==> src/rtl/serial_subtractor.sv <==
// serial_subtractor: digit-serial unsigned subtractor, LSB digit first.
// Each accepted operation takes N = WIDTH/DIGIT_W BUSY cycles, then the result
// is held in DONE until the consumer takes it.
//
// Ports:
//   clk_i     clock, rising edge
//   rst_i     synchronous active-high reset
//   a_i, b_i  minuend / subtrahend (unsigned, WIDTH bits)
//   valid_i   operands valid (taken only while ready_o is high)
//   ready_o   high in IDLE only
//   diff_o    (a - b) mod 2^WIDTH, zero unless valid_o
//   bo_o      borrow out (a < b), zero unless valid_o
//   valid_o   high in DONE only
//   ready_i   consumer accepts the result
//   energy_o  IEEE-754 double bit pattern of per-cycle energy in joules
module serial_subtractor #(
  parameter int unsigned WIDTH   = 8,
  parameter int unsigned DIGIT_W = 2
) (
  input  logic             clk_i,
  input  logic             rst_i,
  input  logic [WIDTH-1:0] a_i,
  input  logic [WIDTH-1:0] b_i,
  input  logic             valid_i,
  output logic             ready_o,
  output logic [WIDTH-1:0] diff_o,
  output logic             bo_o,
  output logic             valid_o,
  input  logic             ready_i,
  output logic [63:0]      energy_o
);

  localparam int unsigned N     = WIDTH / DIGIT_W;
  localparam int unsigned CNT_W = (N > 1) ? $clog2(N) : 1;

  localparam real E_STEP_J = 1.0e-12 * (0.00045606 * DIGIT_W * DIGIT_W
                                      + 0.04853065 * DIGIT_W
                                      + 0.04391967);
  localparam logic [63:0] E_STEP_BITS = $realtobits(E_STEP_J);

  if ((WIDTH % DIGIT_W) != 0) begin : g_bad_digit_w
    $error("serial_subtractor: WIDTH must be a multiple of DIGIT_W");
  end

  typedef enum logic [1:0] {
    IDLE,
    BUSY,
    DONE
  } state_t;

  state_t             state_q, state_d;
  logic [WIDTH-1:0]   a_q, a_d;
  logic [WIDTH-1:0]   b_q, b_d;
  logic [WIDTH-1:0]   res_q, res_d;
  logic               borrow_q, borrow_d;
  logic [CNT_W-1:0]   cnt_q, cnt_d;

  logic [DIGIT_W-1:0] a_dig, b_dig, d_dig;
  logic               d_borrow;

  // Select the digit addressed by the step counter.
  always_comb begin
    a_dig = '0;
    b_dig = '0;
    for (int unsigned i = 0; i < N; i++) begin
      if (cnt_q == CNT_W'(i)) begin
        a_dig = a_q[i*DIGIT_W +: DIGIT_W];
        b_dig = b_q[i*DIGIT_W +: DIGIT_W];
      end
    end
  end

  // One extra bit: its top bit is set exactly when a_dig < b_dig + borrow.
  always_comb begin
    {d_borrow, d_dig} = {1'b0, a_dig} - {1'b0, b_dig} - {{DIGIT_W{1'b0}}, borrow_q};
  end

  always_comb begin
    state_d  = state_q;
    a_d      = a_q;
    b_d      = b_q;
    res_d    = res_q;
    borrow_d = borrow_q;
    cnt_d    = cnt_q;
    unique case (state_q)
      IDLE: begin
        if (valid_i) begin
          a_d      = a_i;
          b_d      = b_i;
          borrow_d = 1'b0;
          cnt_d    = '0;
          state_d  = BUSY;
        end
      end
      BUSY: begin
        for (int unsigned i = 0; i < N; i++) begin
          if (cnt_q == CNT_W'(i)) begin
            res_d[i*DIGIT_W +: DIGIT_W] = d_dig;
          end
        end
        borrow_d = d_borrow;
        cnt_d    = cnt_q + 1'b1;
        if (cnt_q == CNT_W'(N - 1)) begin
          state_d = DONE;
        end
      end
      DONE: begin
        if (ready_i) begin
          state_d = IDLE;
        end
      end
      default: state_d = IDLE;
    endcase
  end

  always_ff @(posedge clk_i) begin
    if (rst_i) begin
      state_q  <= IDLE;
      a_q      <= '0;
      b_q      <= '0;
      res_q    <= '0;
      borrow_q <= 1'b0;
      cnt_q    <= '0;
    end else begin
      state_q  <= state_d;
      a_q      <= a_d;
      b_q      <= b_d;
      res_q    <= res_d;
      borrow_q <= borrow_d;
      cnt_q    <= cnt_d;
    end
  end

  // Results are masked outside DONE so partial digits never leak out.
  always_comb begin
    ready_o  = (state_q == IDLE);
    valid_o  = (state_q == DONE);
    diff_o   = valid_o ? res_q : '0;
    bo_o     = valid_o & borrow_q;
    energy_o = (state_q == BUSY) ? E_STEP_BITS : '0;
  end

endmodule
==> config.mk <==
export PLATFORM = sky130hd
export DESIGN_NAME = serial_subtractor
export DESIGN_NICKNAME = d
export VERILOG_FILES = /design/src/rtl/serial_subtractor.sv
export SDC_FILE = /design/constraint.sdc
export NUM_CORES = 1
export LEC_CHECK = 0
export BUFFER_PORTS_ARGS = -buffer_cell sky130_fd_sc_hd__buf_2
export CAP_MARGIN = 20
export CELL_PAD_IN_SITES_DETAIL_PLACEMENT = 1
export CELL_PAD_IN_SITES_GLOBAL_PLACEMENT = 1
export CORE_MARGIN = 3
export CORE_UTILIZATION = 34
export DETAILED_ROUTE_END_ITERATION = 7
export GPL_TIMING_DRIVEN = 1
export PLACE_DENSITY = 0.8
export RECOVER_POWER = 50
export SLEW_MARGIN = 20
export SYNTH_ARGS = -nofsm -noshare
export SYNTH_HDL_FRONTEND = slang
export SYNTH_SLANG_ARGS = --single-unit
==> constraint.sdc <==
create_clock -name clk_i -period 3.7 [get_ports clk_i]
set_input_delay 0.74 -clock clk_i [delete_from_list [all_inputs] [get_ports clk_i]]
set_output_delay 0.74 -clock clk_i [all_outputs]
set_load 0.02 [all_outputs]
## Word-level counts from Yosys, hierarchy flattened

Index checks and enable logic that the tools add are counted.

- Bits in registers: 29
- Input bits: 20
- Output and inout port bits: 75
- Word-level logic and storage cells: 49

- $add $sub $neg: 3
- Equal/unequal tests: 8
- Muxes and demuxes: 18
- Bitwise operators: 1
- Reductions and logical operators: 10

Operators by type and width:

| kind | number |
|---|---|
| $mux 62 | 1 |
| $mux 2 | 12 |
| $reduce_and 2->1 | 6 |
| $mux 8 | 1 |
| $eq 2x2->1 const B | 3 |
| $pmux 2 s3 | 1 |
| $eq 2x1->1 const B | 2 |
| $logic_not 2->1 | 2 |
| $ne 2x2->1 const B | 2 |
| $pmux 2 s2 | 1 |
| $reduce_and 3->1 | 1 |
| $sub 2x2->3 | 1 |
| $sub 3x1->3 | 1 |
| $add 2x1->2 const B | 1 |
| $ne 2x1->1 const B | 1 |
| $pmux 1 s2 | 1 |
| $reduce_bool 2->1 | 1 |
| $and 1x1->1 | 1 |
| $mux 1 | 1 |

## Logic depth before layout (Yosys ltp)

- Depth after elaboration: 8
- Depth in mapped cells: 9
- Gate-level depth less buffers: 8

## Worst setup path before layout

OpenSTA, ideal clock, no wires.

- Path kind: register to register
- Start point: register cnt_q[0]
- End point: register borrow_q
- Library setup time: 0.101 ns
- Arrival time: 2.490 ns
- Required time: 3.599 ns
- Setup slack: 1.109 ns
- Cell stages (with the launch flop): 10
- Path buffers: 1
- Cells stage by stage: dfxtp_1 -> inv_1 -> ha_1 -> clkbuf_1 -> nor3b_1 -> a211o_1 -> fa_1 -> fa_1 -> or4b_1 -> o41ai_1

- Word-level cells in the longest chain between the ends: 8
- Elaborated cells on any way between the ends: 15
- Classes of those cells: add/sub: 2; eq/ne: 3; mux: 9; reduce/logical: 1

Ends and longest elaborated chain:

| element | RTL line | RTL |
|---|---|---|
| from (decl) | 56 | `logic [CNT_W-1:0] cnt_q, cnt_d;` |
| from (signal assigned) | 130 | `cnt_q <= cnt_d;` |
| $logic_not 2->1 | 66 | `if (cnt_q == CNT_W'(i)) begin` |
| $mux 2 (4 in a row) | 66 |  |
| $sub 2x2->3 * | 75 | `{d_borrow, d_dig} = {1'b0, a_dig} - {1'b0, b_dig} - {{DIGIT_W{1'b0}}, borrow_q};` |
| $sub 3x1->3 * | 75 |  |
| $pmux 1 s2 * | 85 | `unique case (state_q)` |
| to (signal assigned) | 129 | `borrow_q <= borrow_d;` |
| to (decl) | 55 | `logic borrow_q, borrow_d;` |

Mark *: on every way between the ends. The rest lies on a longest branch, timed or not.
A chain may end at the register's enable or synchronous reset.

## Worst setup path in the final report

Same ends and word-level chain as after synthesis.

==> flow_summary.ini <==
[hold_path]
holdCritPathClass = reg2reg
min_from = res_q[0]
hold_depth = 2
hold-path-endpoint = res_q[0]

[timing]
rsz0062_at_grt = false
hold_viol_final = 0
maxSlewViolCount = 0
min_period_over_period_pct = 75.3
period_needed_ns = 2.79
setup_violations = 0
worst_pin_slew_ns = 1.28
slew_headroom_pct = 14.5
skew_ns = 0.00503
max_freq_mhz = 359
tns_ns = 0

[layout]
fin_cells = 327
nNetsFinal = 280
area_growth_pct = 3.83
antenna_cells = 0
fill_cells = 715
drive_above_1_share_pct = 22.4

[route]
drt-vias-per-instance = 4.35
top_layer = met3
drt_iter0_markers = 38
met2_length_microns = 1850
wl_met1_microns = 1770
drtAntennaViolNets = 0
firstDrtPassIters = 4
wl_per_cell_microns = 12.2
via_count = 1422
drc = 0
finalWirelength_microns = 3980
met3WireLength_microns = 352

[logic_synthesis]
synth_cells = 228
synth_edf_count = 0
synth-simple-area-share_pct = 24.9
yosysSeqAreaShare_pct = 27.7
yosys_warnings = 0
synth.area.mux_share_pct = 11.5
synth_flop_cell = dfxtp_1
synth.most_common_cell = buf_4
synth_fa_ha_area_share_pct = 4.30
synth_cell_type_count = 29
avgSynthCellArea_sq_um = 9.18
ys_ff_latch = 29
async_flop_share_pct = 0
synth_compound_gate_area_share_pct = 5.26
yosys-top-cells-area = dfxtp_1, buf_4, nand2b_1, mux2i_1, and2_1
synth_xor_area_share_pct = 0
synth_common_cells = buf_4, nand2b_1, dfxtp_1
synth_top_family_by_area = buffers and inverters
syn_area_sq_um = 2090
yosysTopAreaCell = dfxtp_1
yosysTopAreaCellShare_pct = 27.7

[clock_tree]
clk_path_buf_depth = 2
holdBufCountCts = 0
tritoncts = built
post-cts-setup-buffers = 0
cts_root_buf = clkbuf_8
cts.sinks = 29
htreeDepth = 2
ctsResizeCount = 0
clkTransAtPathRegs_ns = 0.06
worstSkewPairLatency_ns = 0.27
cts_buffers = 5

[setup_path]
reg2reg_to = borrow_q
rr_worst_depth = 7
crit_top_cell = fa_1
crit_family = adder cells
path_buf_inv = 0
cp-end-kind = register
crit_chain = ha_1 > a211oi_1 > a211o_1 > fa_1 > fa_1 > or4b_1 > o41ai_1
cp_max_fo = 14
arrival_ns = 2.94
reg2reg_setup_slack_ns = 0.91
start_kind = register
worst_path_largest_cell_delay_ns = 0.49
critPathKind = reg2reg
crit_path_top_delay_cell = or4b_1
worstReg2RegStart = cnt_q[0]
crit_required_ns = 3.86

[die]
start_util_pct = 36.4
coreArea_sq_um = 5740
pin_count = 95
rows = 27
dieArea_sq_um = 7130
die_h_microns = 84.5
fp.dieW_microns = 84.5

[placement]
dp_hpwl_microns = 3040
place.gp.congestion = 0.772
io_buffers = 56
dp_cells = 319

[run]
timing.max_cap.violations = 0

[global_route]
grtUsageTotal_pct = 11.0
antenna_found_initial = 0
gr-total-overflow = 0
grt_pass1_vias = 1351
grt_max_degree = 51
grt_pass1_wl_microns = 6440

[pwr]
leakage_nw = 1.03
p_per_area_nw_per_um2 = 401
max-vdd-ir-drop_uv = 171

[run_status]
status = complete, no violations
[flip-flops by register name, summed over array words and instances, names as in the netlist]
signal and cells:
state_q 2, res_q 8, a_q 8, cnt_q 2, b_q 8, borrow_q 1
[power breakdown]
group          internal [W]  total, W  switching [W]
combinational     0.0000660  0.000195       0.000129
clock              0.000219  0.000332       0.000113
sequential         0.000331  0.000346      0.0000150
total              0.000616  0.000872       0.000256
[cell families after synthesis]
family                     Yosys count
AOI/OAI and AO/OA                   13
buffers and inverters               78
muxes                               24
other                                1
DFF                                 29
adders and majority gates            6
and+or+nand+nor                     77
[final cells by class]
| type | count | area [sq um] | share of cell area (%) |
|---|---|---|---|
| inverter | 3 | 11.3 | 0.518 |
| clock inverter | 1 | 30.0 | 1.38 |
| tap | 72 | 90.1 | 4.15 |
| multi-input combinational | 158 | 1100 | 50.7 |
| clock buffer | 7 | 86.3 | 3.97 |
| timing repair buffer | 57 | 274 | 12.6 |
| sequential | 29 | 581 | 26.7 |
[worst max-delay path by stage]
stage                        start       end  cells after the start  slack (ns)
after detailed placement  cnt_q[0]  borrow_q                      7        0.92
after global placement    cnt_q[0]  borrow_q                      7        1.05
after global routing      cnt_q[0]  borrow_q                      7        0.70
after CTS                 cnt_q[0]  borrow_q                      7        0.89
after floorplan           cnt_q[0]  borrow_q                      9        1.11
final                     cnt_q[0]  borrow_q                      7        0.91
[worst min-delay path, cell delays in order (launching register included)]
cell	delay, ns
dfxtp_1	0.30
nand2b_1	0.06
mux2i_1	0.06
[cell usage in the layout (no fill, tap or decap), types with 4 or more instances in the layout]
cell type,netlist,routed
dfxtp_1,29,29
conb_1,1,38
and2_1,9,9
nand3b_1,7,7
a211oi_1,6,6
nand2b_1,43,43
mux2i_1,24,24
clkbuf_1,7,10
buf_2,2,48
clkbuf_8,0,6
nor2b_1,5,5
ha_1,4,4
nor3b_1,5,5
[metal layers]
layer	vias up	track usage, %
li1	695	-
met1	667	14.0
met2	60	18.0
met3	0	3.53
met4	0	2.59
met5	-	0
[metrics by stage]
step	cell area (sq um)	total power, W	hold WS [ns]	setup slack (ns)	utilization (%)
after global routing	2170	0.000922	0.496	0.701	37.8
after CTS	2200	0.000891	0.478	0.890	38.3
final	2170	0.000872	0.471	0.912	37.8
after global placement	2080	0.000546	0.461	1.05	36.2
after detailed placement	2080	0.000552	0.465	0.922	36.2
after floorplan	2230	0.000559	0.444	1.11	-
Note: power is estimated with default switching activity, not from simulation.
